--- src/rtl/alu_ctrl_mc.sv ---
// Registered ALU control decoder with multi-cycle MULT/DIV sequencing and stall handshake.
// Optional macro ALU_CTRL_TRAP_EN: undecodable R-type funct traps (alu_op all ones, sticky illegal).
module alu_ctrl_mc #(
    parameter int OP_W       = 4,
    parameter int MUL_CYCLES = 4,
    parameter int DIV_CYCLES = 32
) (
    input  logic            clk,
    input  logic            rst,
    input  logic            in_valid,
    output logic            in_ready,
    input  logic [2:0]      ctrl,
    input  logic [5:0]      funct,
    input  logic            flush,
    output logic            out_valid,
    output logic [OP_W-1:0] alu_op,
    output logic            md_start,
    output logic            md_busy,
    output logic            md_done,
    output logic            illegal
);

    localparam int CNT_W = 6;
    localparam logic [CNT_W-1:0] MUL_LOAD = CNT_W'(MUL_CYCLES - 1);
    localparam logic [CNT_W-1:0] DIV_LOAD = CNT_W'(DIV_CYCLES - 1);
    localparam logic [CNT_W-1:0] CNT_ZERO = {CNT_W{1'b0}};
    localparam logic [CNT_W-1:0] CNT_ONE  = {{(CNT_W-1){1'b0}}, 1'b1};

    localparam logic [3:0] OP_ADD = 4'b0000;
    localparam logic [3:0] OP_SUB = 4'b0001;
    localparam logic [3:0] OP_AND = 4'b0010;
    localparam logic [3:0] OP_OR  = 4'b0011;
    localparam logic [3:0] OP_SLT = 4'b0100;
    localparam logic [3:0] OP_XOR = 4'b0101;
    localparam logic [3:0] OP_NOR = 4'b0110;
    localparam logic [3:0] OP_J   = 4'b0111;
    localparam logic [3:0] OP_SLL = 4'b1000;
    localparam logic [3:0] OP_SRL = 4'b1001;
    localparam logic [3:0] OP_MUL = 4'b1010;
    localparam logic [3:0] OP_DIV = 4'b1011;

    typedef enum logic [1:0] {
        ST_IDLE = 2'b00,
        ST_BUSY = 2'b01,
        ST_DONE = 2'b10
    } state_t;

    typedef struct packed {
        logic [3:0] code;
        logic       is_mul;
        logic       is_div;
        logic       bad;
    } dec_t;

    function automatic dec_t decode_op(input logic [2:0] c, input logic [5:0] f);
        dec_t d;
        d.code   = OP_ADD;
        d.is_mul = 1'b0;
        d.is_div = 1'b0;
        d.bad    = 1'b0;
        case (c)
            3'b000: begin
                case (f)
                    6'b100000: d.code = OP_ADD;
                    6'b100010: d.code = OP_SUB;
                    6'b100100: d.code = OP_AND;
                    6'b100101: d.code = OP_OR;
                    6'b101010: d.code = OP_SLT;
                    6'b100110: d.code = OP_XOR;
                    6'b100111: d.code = OP_NOR;
                    6'b000000: d.code = OP_SLL;
                    6'b000010: d.code = OP_SRL;
                    6'b011000, 6'b011001: begin
                        d.code   = OP_MUL;
                        d.is_mul = 1'b1;
                    end
                    6'b011010, 6'b011011: begin
                        d.code   = OP_DIV;
                        d.is_div = 1'b1;
                    end
                    default: d.bad = 1'b1;
                endcase
            end
            3'b001, 3'b010, 3'b110: d.code = OP_ADD;
            3'b011, 3'b100:         d.code = OP_SUB;
            3'b101:                 d.code = OP_J;
            3'b111:                 d.code = OP_SLT;
            default:                d.code = OP_ADD;
        endcase
        return d;
    endfunction

    state_t          state_q, state_d;
    logic [CNT_W-1:0] cnt_q, cnt_d;
    logic [OP_W-1:0] alu_op_q, alu_op_d;
    logic            out_valid_q, out_valid_d;
    logic            md_start_q, md_start_d;
    logic            md_busy_q, md_busy_d;
    logic            md_done_q, md_done_d;
    logic            illegal_q, illegal_d;
    logic            accept_s;
    dec_t            dec_s;

    // Flush outranks a new input; nothing is taken while a multi-cycle op is running.
    assign accept_s = in_valid & ~md_busy_q & ~flush;
    assign dec_s    = decode_op(ctrl, funct);

    // Next-state and registered-output computation for the sequencer.
    always_comb begin
        state_d     = state_q;
        cnt_d       = cnt_q;
        alu_op_d    = alu_op_q;
        out_valid_d = 1'b0;
        md_start_d  = 1'b0;
        md_done_d   = 1'b0;
        illegal_d   = illegal_q;

        case (state_q)
            ST_IDLE: begin
                state_d = ST_IDLE;
            end
            ST_BUSY: begin
                if (flush) begin
                    state_d = ST_IDLE;
                end else if (cnt_q == CNT_ZERO) begin
                    state_d   = ST_DONE;
                    md_done_d = 1'b1;
                end else begin
                    cnt_d = cnt_q - CNT_ONE;
                end
            end
            ST_DONE: begin
                state_d = ST_IDLE;
            end
            default: begin
                state_d = ST_IDLE;
            end
        endcase

        if (accept_s) begin
            out_valid_d = 1'b1;
`ifdef ALU_CTRL_TRAP_EN
            alu_op_d  = dec_s.bad ? {OP_W{1'b1}} : OP_W'(dec_s.code);
            illegal_d = dec_s.bad;
`else
            alu_op_d  = dec_s.bad ? OP_W'(OP_ADD) : OP_W'(dec_s.code);
            illegal_d = 1'b0;
`endif
            if (dec_s.is_mul) begin
                state_d    = ST_BUSY;
                cnt_d      = MUL_LOAD;
                md_start_d = 1'b1;
            end else if (dec_s.is_div) begin
                state_d    = ST_BUSY;
                cnt_d      = DIV_LOAD;
                md_start_d = 1'b1;
            end else begin
                md_start_d = 1'b0;
            end
        end else begin
            out_valid_d = 1'b0;
        end

        md_busy_d = (state_d == ST_BUSY);
    end

    // Sequencer state and output registers, cleared asynchronously.
    always_ff @(posedge clk or posedge rst) begin
        if (rst) begin
            state_q     <= ST_IDLE;
            cnt_q       <= CNT_ZERO;
            alu_op_q    <= {OP_W{1'b0}};
            out_valid_q <= 1'b0;
            md_start_q  <= 1'b0;
            md_busy_q   <= 1'b0;
            md_done_q   <= 1'b0;
            illegal_q   <= 1'b0;
        end else begin
            state_q     <= state_d;
            cnt_q       <= cnt_d;
            alu_op_q    <= alu_op_d;
            out_valid_q <= out_valid_d;
            md_start_q  <= md_start_d;
            md_busy_q   <= md_busy_d;
            md_done_q   <= md_done_d;
            illegal_q   <= illegal_d;
        end
    end

    assign in_ready  = ~md_busy_q;
    assign out_valid = out_valid_q;
    assign alu_op    = alu_op_q;
    assign md_start  = md_start_q;
    assign md_busy   = md_busy_q;
    assign md_done   = md_done_q;
    assign illegal   = illegal_q;

endmodule

--- config.mk ---
export PLATFORM = sky130hd
export DESIGN_NAME = alu_ctrl_mc
export DESIGN_NICKNAME = d
export VERILOG_FILES = /design/src/rtl/alu_ctrl_mc.sv
export SDC_FILE = /design/constraint.sdc
export NUM_CORES = 1
export LEC_CHECK = 0
export BUFFER_PORTS_ARGS = -buffer_cell sky130_fd_sc_hd__clkbuf_2
export CAP_MARGIN = 20
export CORE_AREA = 3 3 50 52
export CTS_CLUSTER_SIZE = 12
export DETAILED_ROUTE_END_ITERATION = 12
export DIE_AREA = 0 0 53 55
export PLACE_DENSITY = 0.69
export SLEW_MARGIN = 5
export SYNTH_ARGS = -nofsm -noshare
export SYNTH_HDL_FRONTEND = slang
export SYNTH_SLANG_ARGS = --single-unit
--- constraint.sdc ---
create_clock -name clk -period 1.7 [get_ports clk]
set_input_delay 0.17 -clock clk [delete_from_list [all_inputs] [get_ports clk]]
set_output_delay 0.17 -clock clk [all_outputs]
set_load 0.01 [all_outputs]
==> qor.csv <==
stage,metric,value,unit
place,GP Congestion,0.7685,
clock_tree,Clock Sinks,16,
min_path,Hold Path Depth,2,
sta,RSZ-0062 raised after global routing,yes,
status,outcome,completed,
sta,FMAX,599.8,MHz
setup_path,CP endpoint kind,register,
yosys,sequential-to-total area share from yosys stat,0.4267,
sta,min cycle time layout,1.667,ns
pwr,Leakage Power,0.5314,nW
clock_tree,H-tree depth,1,
sta,total negative slack,0,ns
yosys,number of synthesized register bits,16,
die,Rows,17,
setup_path,slowest CP cell,or4b_1,
grt,initial antenna violation count,0,
yosys,Main synth FF type,dfrtp_1,
setup_path,Worst R2R End,cnt_q[1],
sta,Clock Skews,0.0007524,ns
yosys,fraction of registers with async set/reset,1.000,
die,DIE AREA,2915,µm²
sta,crit share post-route,0.9807,
setup_path,RR Startpoint,cnt_q[0],
grt,first-pass GRT wire length,3298,µm
yosys,Synth Area in Compound Gates,0.1427,
clock_tree,Max Root-Sink Buffers,2,
place,Placed Area,1082,µm²
yosys,Synth Area in Simple Gates,0.3053,
clock_tree,postcts setup bufs,0,
setup_path,WP data arrival,1.87,ns
sta,fin. max-slew vios,0,
grt,GRT Residual Overflow,0,
route,Starting DRT DRC Count,7,
route,WL/cell,13.38,µm
clock_tree,TritonCTS buffer count,3,
sta,Fin. Hold Viols,0,
yosys,synthesized net count,111,
layout,# diodes,0,
setup_path,worst-path cell chain,inv_1 -> ha_1 -> or4b_1 -> o21ai_1 -> buf_4 -> nand2_1 -> o211ai_1,
clock_tree,TritonCTS clock tree,done,
setup_path,Setup CP Type,reg -> reg,
yosys,Cells after Synth,97,
yosys,post-synthesis mux area share,0.02133,
die,Boundary Pins,23,
yosys,syn_area_per_cell,9.674,µm²
yosys,Yosys cell types,40,
yosys,Post-Syn Area,938.4,µm²
route,Pre-antenna DRT Iters,4,
setup_path,R2R setup slack,0.03,ns
die,chip height,55,µm
route,Avg Vias per Cell,5.487,
layout,final net count,139,
yosys,Syn. warnings,0,
setup_path,CP max stage delay,0.46,ns
layout,# fillers,200,
yosys,Synth top area share,0.4267,
sta,Rel. slew slack,0.5947,
yosys,Synth Area in Adders,0.01333,
grt,Total GRT Usage,0.1542,
yosys,list of most frequent post-synthesis cells,"dfrtp_1, inv_1, nand2_1, nor3_1, a21oi_1",
pwr,Worst VDD drop,0.2862,mV
route,drt drc,0,
sta,final setup violation count,0,
route,Final ANT Viol Nets,0,
yosys,xor-xnor portion of the synthesized cell area,0.01867,
layout,Final Util,0.5253,
sta,hold_ws,0.1401,ns
setup_path,Worst EP required,1.90,ns
yosys,"EDFF count, synth",0,
clock_tree,root buffer cell,clkbuf_4,
grt,largest net degree at the start of global routing,17,
route,detailed-route via count,834,
die,Die X,53,µm
die,Starting Density,0.4368,
yosys,ranking of synthesized cells by area,"dfrtp_1, nor3_1, nand4bb_1",
place,PortBufs,21,
yosys,"count leader, synth",dfrtp_1,
place,hpwl dp,1556,µm
layout,post-route cell area,1129,µm²
min_path,Hold Startpoint,ctrl[1],
grt,vias in the first global route,792,
clock_tree,later-pin clock latency in the skew report,0.28,ns
setup_path,Worst Reg-to-Reg Cells,7,
min_path,HP Class,in -> reg,
sta,Tightest Pin Transition,0.6073,ns
setup_path,CP Launch Type,register,
place,Setup WS pre-CTS,0.04626,ns
route,DRT Wirelength,2033,µm
run,maxcap violations,0,
die,core area,2148,µm²
yosys,largest family of logic cells by synthesized area,simple AND/OR/NAND/NOR gates,
clock_tree,clock-pin slew on the worst setup and hold paths,0.09,ns
sta,setup ws final,0.03289,ns
pwr,pwr dens,707.2,nW/µm²
setup_path,worst-path fanout max,4,
min_path,WHS Endpoint,alu_op[1],
layout,share of cells above drive strength 1,0.2581,
layout,Syn-to-layout area delta,20.27,%
yosys,Synth area leader,dfrtp_1,
-- power breakdown --
group          leakage [nW]  internal, mW  total, mW  switching (mW)
Clock                0.0210         0.130      0.251           0.121
Sequential            0.205         0.401      0.417          0.0162
Combinational         0.305        0.0575      0.130          0.0726
-- layer usage --
metal  routed length [µm]  vias up  part of all wire  GRT usage
met1                  871      403              0.43     0.1653
met3                   69        2             0.034    0.02413
met2                 1073       17              0.53     0.2872
met4                   19        0            0.0093    0.08936
li1                     -      412                 -          -
met5                    0        -                 0          0
-- critical path, delay by kind of cell, from the launching register on --
kind	cells	cell delay, ns
compound gates	2	0.28
fa+ha+maj	1	0.17
buf+inv	2	0.25
flops	1	0.38
simple gates	2	0.51
-- sequential cells by signal (all words and copies together) (netlist names) --
name,count
out_valid,1
alu_op,4
md_start,1
cnt_q,6
md_busy,1
md_done,1
state_q,2
-- cell families (layout without fill, tap and decap cells) --
kind of cell	Yosys count	in the layout
flip-flops	16	16
AND/OR/NAND/NOR	44	44
adder cells (fa/ha/maj)	1	1
XOR/XNOR	2	2
other	1	1
buffers and inverters	12	39
multiplexers	2	2
AO/OA/AOI/OAI	19	19
-- cell usage in the layout, fill, tap and decap left out, types with 4 or more instances in the layout --
master / count
clkbuf_2: 21
dfrtp_1: 16
inv_1: 8
nor3_1: 8
nand2_1: 8
a21oi_1: 5
buf_4: 5
nor3b_1: 4
-- timing repair --
item,in CTS,in global routing
hold endpoints to repair,16,0
resized for setup,0,0
setup endpoints to repair,0,4
hold buffers,1,0
-- worst max path at each step --
stage,cells past startpoint,from,endpoint
after global routing,4,cnt_q[2],cnt_q[5]
after floorplan,6,md_busy,cnt_q[3]
final,7,cnt_q[0],cnt_q[1]
after CTS,7,cnt_q[0],cnt_q[1]
after detailed placement,7,cnt_q[0],cnt_q[1]
after global placement,7,cnt_q[0],cnt_q[1]
-- stage by stage --
step / instances / power, mW
after floorplan: 97 / 0.4966
after global routing: 152 / 0.8403
after CTS: 152 / 0.8081
after detailed placement: 147 / 0.5537
final: 152 / 0.7981
after global placement: 147 / 0.5488
-- layout make-up --
| type | instances | area, µm² | area share |
|---|---|---|---|
| Timing Repair Buffer | 27 | 152.6 | 0.1353 |
| Multi-Input combinational cell | 69 | 474.2 | 0.4202 |
| Tap cell | 28 | 35.03 | 0.03104 |
| Inverter | 8 | 30.03 | 0.02661 |
| Clock buffer | 4 | 36.28 | 0.03215 |
| Sequential cell | 16 | 400.4 | 0.3548 |
Power figures use the tool's default switching activity.
